$ cat src/rtl/mac_pe_if.sv
// Operand/accumulator bundle for one systolic MAC cell.
// The cell takes the slave side. The array wiring or the bench takes the master side.
interface mac_pe_if #(
    parameter int unsigned DATA_W = 16,
    parameter int unsigned ACC_W  = 32
);
    logic [DATA_W-1:0] a_in;
    logic [DATA_W-1:0] b_in;
    logic              valid;
    logic [DATA_W-1:0] a_out;
    logic [DATA_W-1:0] b_out;
    logic [ACC_W-1:0]  product;

    modport master (
        output a_in, b_in, valid,
        input  a_out, b_out, product
    );

    modport slave (
        input  a_in, b_in, valid,
        output a_out, b_out, product
    );
endinterface

$ cat src/rtl/mac_pe.sv
// Output-stationary MAC cell. It accumulates a_in*b_in and forwards the operands
// east and south with a one-cycle register delay.
module mac_pe #(
    parameter int unsigned DATA_W = 16,
    parameter int unsigned ACC_W  = 32
) (
    input logic    clk,
    input logic    reset,
    mac_pe_if.slave bus
);
    localparam int unsigned PROD_W = 2 * DATA_W;

    logic [DATA_W-1:0] a_q;
    logic [DATA_W-1:0] b_q;
    logic [ACC_W-1:0]  acc_q;
    logic [PROD_W-1:0] prod_c;

    // The full-width unsigned product is zero-extended into the accumulator.
    // The sum wraps modulo 2^ACC_W.
    assign prod_c = PROD_W'(bus.a_in) * PROD_W'(bus.b_in);

    // Reset discards any partial sum. Accumulation restarts only through reset.
    always_ff @(posedge clk or posedge reset) begin
        if (reset) begin
            a_q   <= '0;
            b_q   <= '0;
            acc_q <= '0;
        end else if (bus.valid) begin
            a_q   <= bus.a_in;
            b_q   <= bus.b_in;
            acc_q <= acc_q + ACC_W'(prod_c);
        end
    end

    assign bus.a_out   = a_q;
    assign bus.b_out   = b_q;
    assign bus.product = acc_q;
endmodule

$ cat src/flat_wrapper.sv
// flat-port wrapper written by rule: the top's interface ports become plain ports
module mac_pe_flat 
#(
    parameter int unsigned DATA_W = 16,
    parameter int unsigned ACC_W  = 32
)
  (clk, reset, bus_a_in, bus_b_in, bus_valid, bus_a_out, bus_b_out, bus_product);
  mac_pe_if #(.DATA_W(DATA_W), .ACC_W(ACC_W)) bus_i ();
  input logic clk;
  input logic reset;
  input wire logic [$bits(bus_i.a_in)-1:0] bus_a_in;
  input wire logic [$bits(bus_i.b_in)-1:0] bus_b_in;
  input wire logic [$bits(bus_i.valid)-1:0] bus_valid;
  output wire logic [$bits(bus_i.a_out)-1:0] bus_a_out;
  output wire logic [$bits(bus_i.b_out)-1:0] bus_b_out;
  output wire logic [$bits(bus_i.product)-1:0] bus_product;
  assign bus_i.a_in = bus_a_in;
  assign bus_i.b_in = bus_b_in;
  assign bus_i.valid = bus_valid;
  assign bus_a_out = bus_i.a_out;
  assign bus_b_out = bus_i.b_out;
  assign bus_product = bus_i.product;
  mac_pe #(.DATA_W(DATA_W), .ACC_W(ACC_W)) u_core (.clk(clk), .reset(reset), .bus(bus_i));
endmodule
$ cat config.mk
export PLATFORM = sky130hd
export DESIGN_NAME = mac_pe_flat
export DESIGN_NICKNAME = d
export VERILOG_FILES = /design/src/rtl/mac_pe_if.sv /design/src/rtl/mac_pe.sv /design/src/flat_wrapper.sv
export SDC_FILE = /design/constraint.sdc
export NUM_CORES = 1
export LEC_CHECK = 0
export BUFFER_PORTS_ARGS = -buffer_cell sky130_fd_sc_hd__buf_2
export CORE_ASPECT_RATIO = 1.25
export CORE_MARGIN = 2
export CORE_UTILIZATION = 30
export CTS_BUF_LIST = sky130_fd_sc_hd__clkbuf_8
export DETAILED_ROUTE_END_ITERATION = 8
export GPL_TIMING_DRIVEN = 0
export PLACE_DENSITY = 0.5
export SLEW_MARGIN = 25
export SYNTH_ARGS = -nofsm -noshare
export SYNTH_HDL_FRONTEND = slang
export SYNTH_SLANG_ARGS = --single-unit
$ cat constraint.sdc
create_clock -name clk -period 4.85 [get_ports clk]
set_clock_uncertainty 0.2 [all_clocks]
set_input_delay 0.97 -clock clk [delete_from_list [all_inputs] [get_ports clk]]
set_output_delay 0.97 -clock clk [all_outputs]
set_load 0.03 [all_outputs]
==> impl_metrics.tcl <==
set metrics [dict create \
    synth_cell_types 56 \
    cts_max_path_buffers 2 \
    pre_cts_slack_ns -2.099 \
    synth-edff-count 0 \
    drt_iter0_markers 369 \
    max_freq_mhz 161.5 \
    drive_above_1_share 0.3146 \
    crit_top_cell "fa_1" \
    yosysMostFrequentCell "inv_1" \
    yosysSeqAreaShare 0.1332 \
    hold_buffers 0 \
    worstPathArrival_ns 6.29 \
    initial_utilization 0.3021 \
    clk_pin_slew_ns 0.09 \
    slowest_delay_ns 0.54 \
    rsz0062_at_grt "yes" \
    synthTopCellsByCount "inv_1 (331), fa_1 (225), nand2_1 (174)" \
    wl_per_cell_um 18.55 \
    grt_use_met2 0.3446 \
    cts-root-buf "clkbuf_8" \
    ys_top_cells_by_area "fa_1 (37%), dfrtp_1 (13%), inv_1 (10%)" \
    place_hpwl_mm 29.79 \
    vias 9452 \
    drc 0 \
    clock-sinks 64 \
    areaGrowthSynthToFinish_pct 34.15 \
    hold_viol_final 0 \
    synth_area_per_cell_um2 9.258 \
    setup.worst_path.start_class "input port" \
    antenna_found_initial 0 \
    die_y_um 227.9 \
    fill_cells 3971 \
    fin_crit_ns 6.192 \
    gr-usage-met3 0.02602 \
    cts.htree.levels 3 \
    cp.required_ns 4.95 \
    async_flop_share 1.000 \
    cts_tree "built" \
    setup-tns-final_ns -22.93 \
    setup_slack_ns -1.342 \
    fin_crit_sh 1.277 \
    timing.hold.ws_ns 0.2918 \
    end_kind "register" \
    whs_path_depth 1 \
    grt_busiest_layer "met2" \
    synth_top_area_share 0.3745 \
    synth-main-ff-cell "dfrtp_1" \
    gp_congestion 0.8490 \
    max_slew_margin 0.4478 \
    track_usage 0.1854 \
    hold_path_class "reg -> reg" \
    die_area_um2 41720 \
    violations "setup timing" \
    drt-total-wl_mm 37.47 \
    maxCapViolCount 0 \
    yosysTopAreaCell "fa_1" \
    yosys_register_bits 64 \
    grt_pass1_wl_mm 57.72 \
    overflow 0 \
    critPathKind "in -> reg" \
    clock_latency_ns 0.42 \
    syn_inst 1299 \
    grt_pass1_vias 10170 \
    cts_buffers 9 \
    finalSetupViolCount 23 \
    crit_fanout 7 \
    worst_pin_slew_ns 0.8283 \
    port_buffers 96 \
    via_per_inst 4.679 \
    diodes 0 \
    coreArea_um2 39810 \
    ios 99 \
    maxSlewViolCount 0 \
    num_rows 82 \
    use_met1 0.2218 \
    synth_warnings 0 \
    ant_nets 0 \
    final_util 0.4053 \
    syn_nets 1658 \
    worstPathCellList "buf_12 -> clkbuf_16 -> buf_6 -> nand2_4 -> fa_1 -> inv_2 -> fa_1 -> fa_1 -> fa_1 -> fa_1 -> inv_2 -> fa_1 -> inv_2 -> ha_4 -> buf_6 -> nand4_4 -> nor2_2 -> a221oi_2 -> o21ai_2 -> a211oi_4 -> xnor2_1 -> mux2_4" \
    crit_slowest_cell "fa_1" \
    fin_nets 1870 \
    grt_max_degree 35 \
    status "finished, violations left" \
    r2r_cells 17 \
    drt-pass1-iter-count 5 \
    die_x_um 183.1 \
    netlist_area_um2 12030 \
]
per-layer routing:
| metal | routed length [µm] | vias up |
|---|---|---|
| met3 | 1270 | 48 |
| met5 | 0 | - |
| met2 | 20620 | 184 |
| met4 | 833 | 0 |
| li1 | - | 4311 |
| met1 | 14740 | 4909 |
layout make-up:
type,instances,area [µm²],share of cell area
multi-input combinational,853,9808,0.6080
clock buffer,9,123.9,0.007678
clock inverter,7,143.9,0.008919
buffer,50,837.1,0.05188
inverter,331,1245,0.07717
tap,504,630.6,0.03909
sequential,64,1602,0.09927
timing repair buffer,202,1743,0.1080
cells by family after synthesis:
kind of cell,share of synthesized area
compound gates,0.06357
xor+xnor,0.01602
fa+ha+maj,0.4775
buf+inv,0.1211
flops,0.1332
mux,0.04474
simple gates,0.1439
timing repair:
| action | CTS | global route |
|---|---|---|
| endpoints found under the hold margin | 0 | 0 |
| cloned | 4 | 2 |
| resized for setup | 221 | 88 |
| setup endpoints to repair | 24 | 25 |
| setup buffers | 66 | 33 |
| pin swaps | 104 | 113 |
worst paths after layout:
kind | startpoint | to | slack [ns]
worst min register to register | u_core.bus.product[31]$_DFFE_PP0P_ | u_core.bus.product[31]$_DFFE_PP0P_ | 0.29
worst min-delay path | u_core.bus.product[31]$_DFFE_PP0P_ | u_core.bus.product[31]$_DFFE_PP0P_ | 0.29
min in group asynchronous | reset | u_core.bus.product[29]$_DFFE_PP0P_ | 0.36
worst max-delay path | bus_a_in[5] | u_core.bus.product[24]$_DFFE_PP0P_ | -1.34
worst max register to register | u_core.bus.product[14]$_DFFE_PP0P_ | u_core.bus.product[24]$_DFFE_PP0P_ | 0.09
max in group asynchronous | reset | u_core.bus.b_out[2]$_DFFE_PP0P_ | 3.51
critical path: cells and delay by family:
family / cells / cell delay [ns]
compound gates: 3 / 0.79
xor+xnor: 1 / 0.12
fa+ha+maj: 7 / 3.37
buf+inv: 7 / 0.56
mux: 1 / 0.26
simple gates: 3 / 0.21
through the flow:
| stage | instance area (µm²) | std cells |
|---|---|---|
| 3_3_place_gp | 13700 | 1899 |
| 3_5_place_dp | 13720 | 1900 |
| 2_1_floorplan | 12590 | 1299 |
| 4_1_cts | 15540 | 1986 |
| 6_report | 16130 | 2020 |
| 5_1_grt | 16130 | 2020 |
cell usage in the layout, fill, tap and decap left out, types with 5 or more instances in the layout:
cell         n
ha_4        18
nand4_1      7
inv_2       24
buf_4       79
a21oi_2      8
fa_2        14
nor2_2       5
ha_1        78
nand2_1    154
nand2_2     13
mux2i_1      5
o21ai_1     10
inv_1      306
mux2_2      39
and2_4      22
fa_1       211
buf_8       15
o21ai_0      6
clkbuf_1     5
xnor2_1     14
a21oi_1     13
nand2_4      7
buf_6       32
xor2_1       5
and2_1      96
o21ai_2      8
a21oi_4     13
clkbuf_8    16
a21o_1       8
dfrtp_1     64
buf_12      17
nor2_1      16
clkbuf_16   23
buf_2       69
nand3_1      5
state kept, by name (all words and copies together), names as in the netlist:
name,cells
u_core.bus.a_out,16
u_core.bus.b_out,16
u_core.bus.product,32
Power is not shown: default switching activity piles up to over one toggle a cycle in this logic, so the estimate is an artifact.
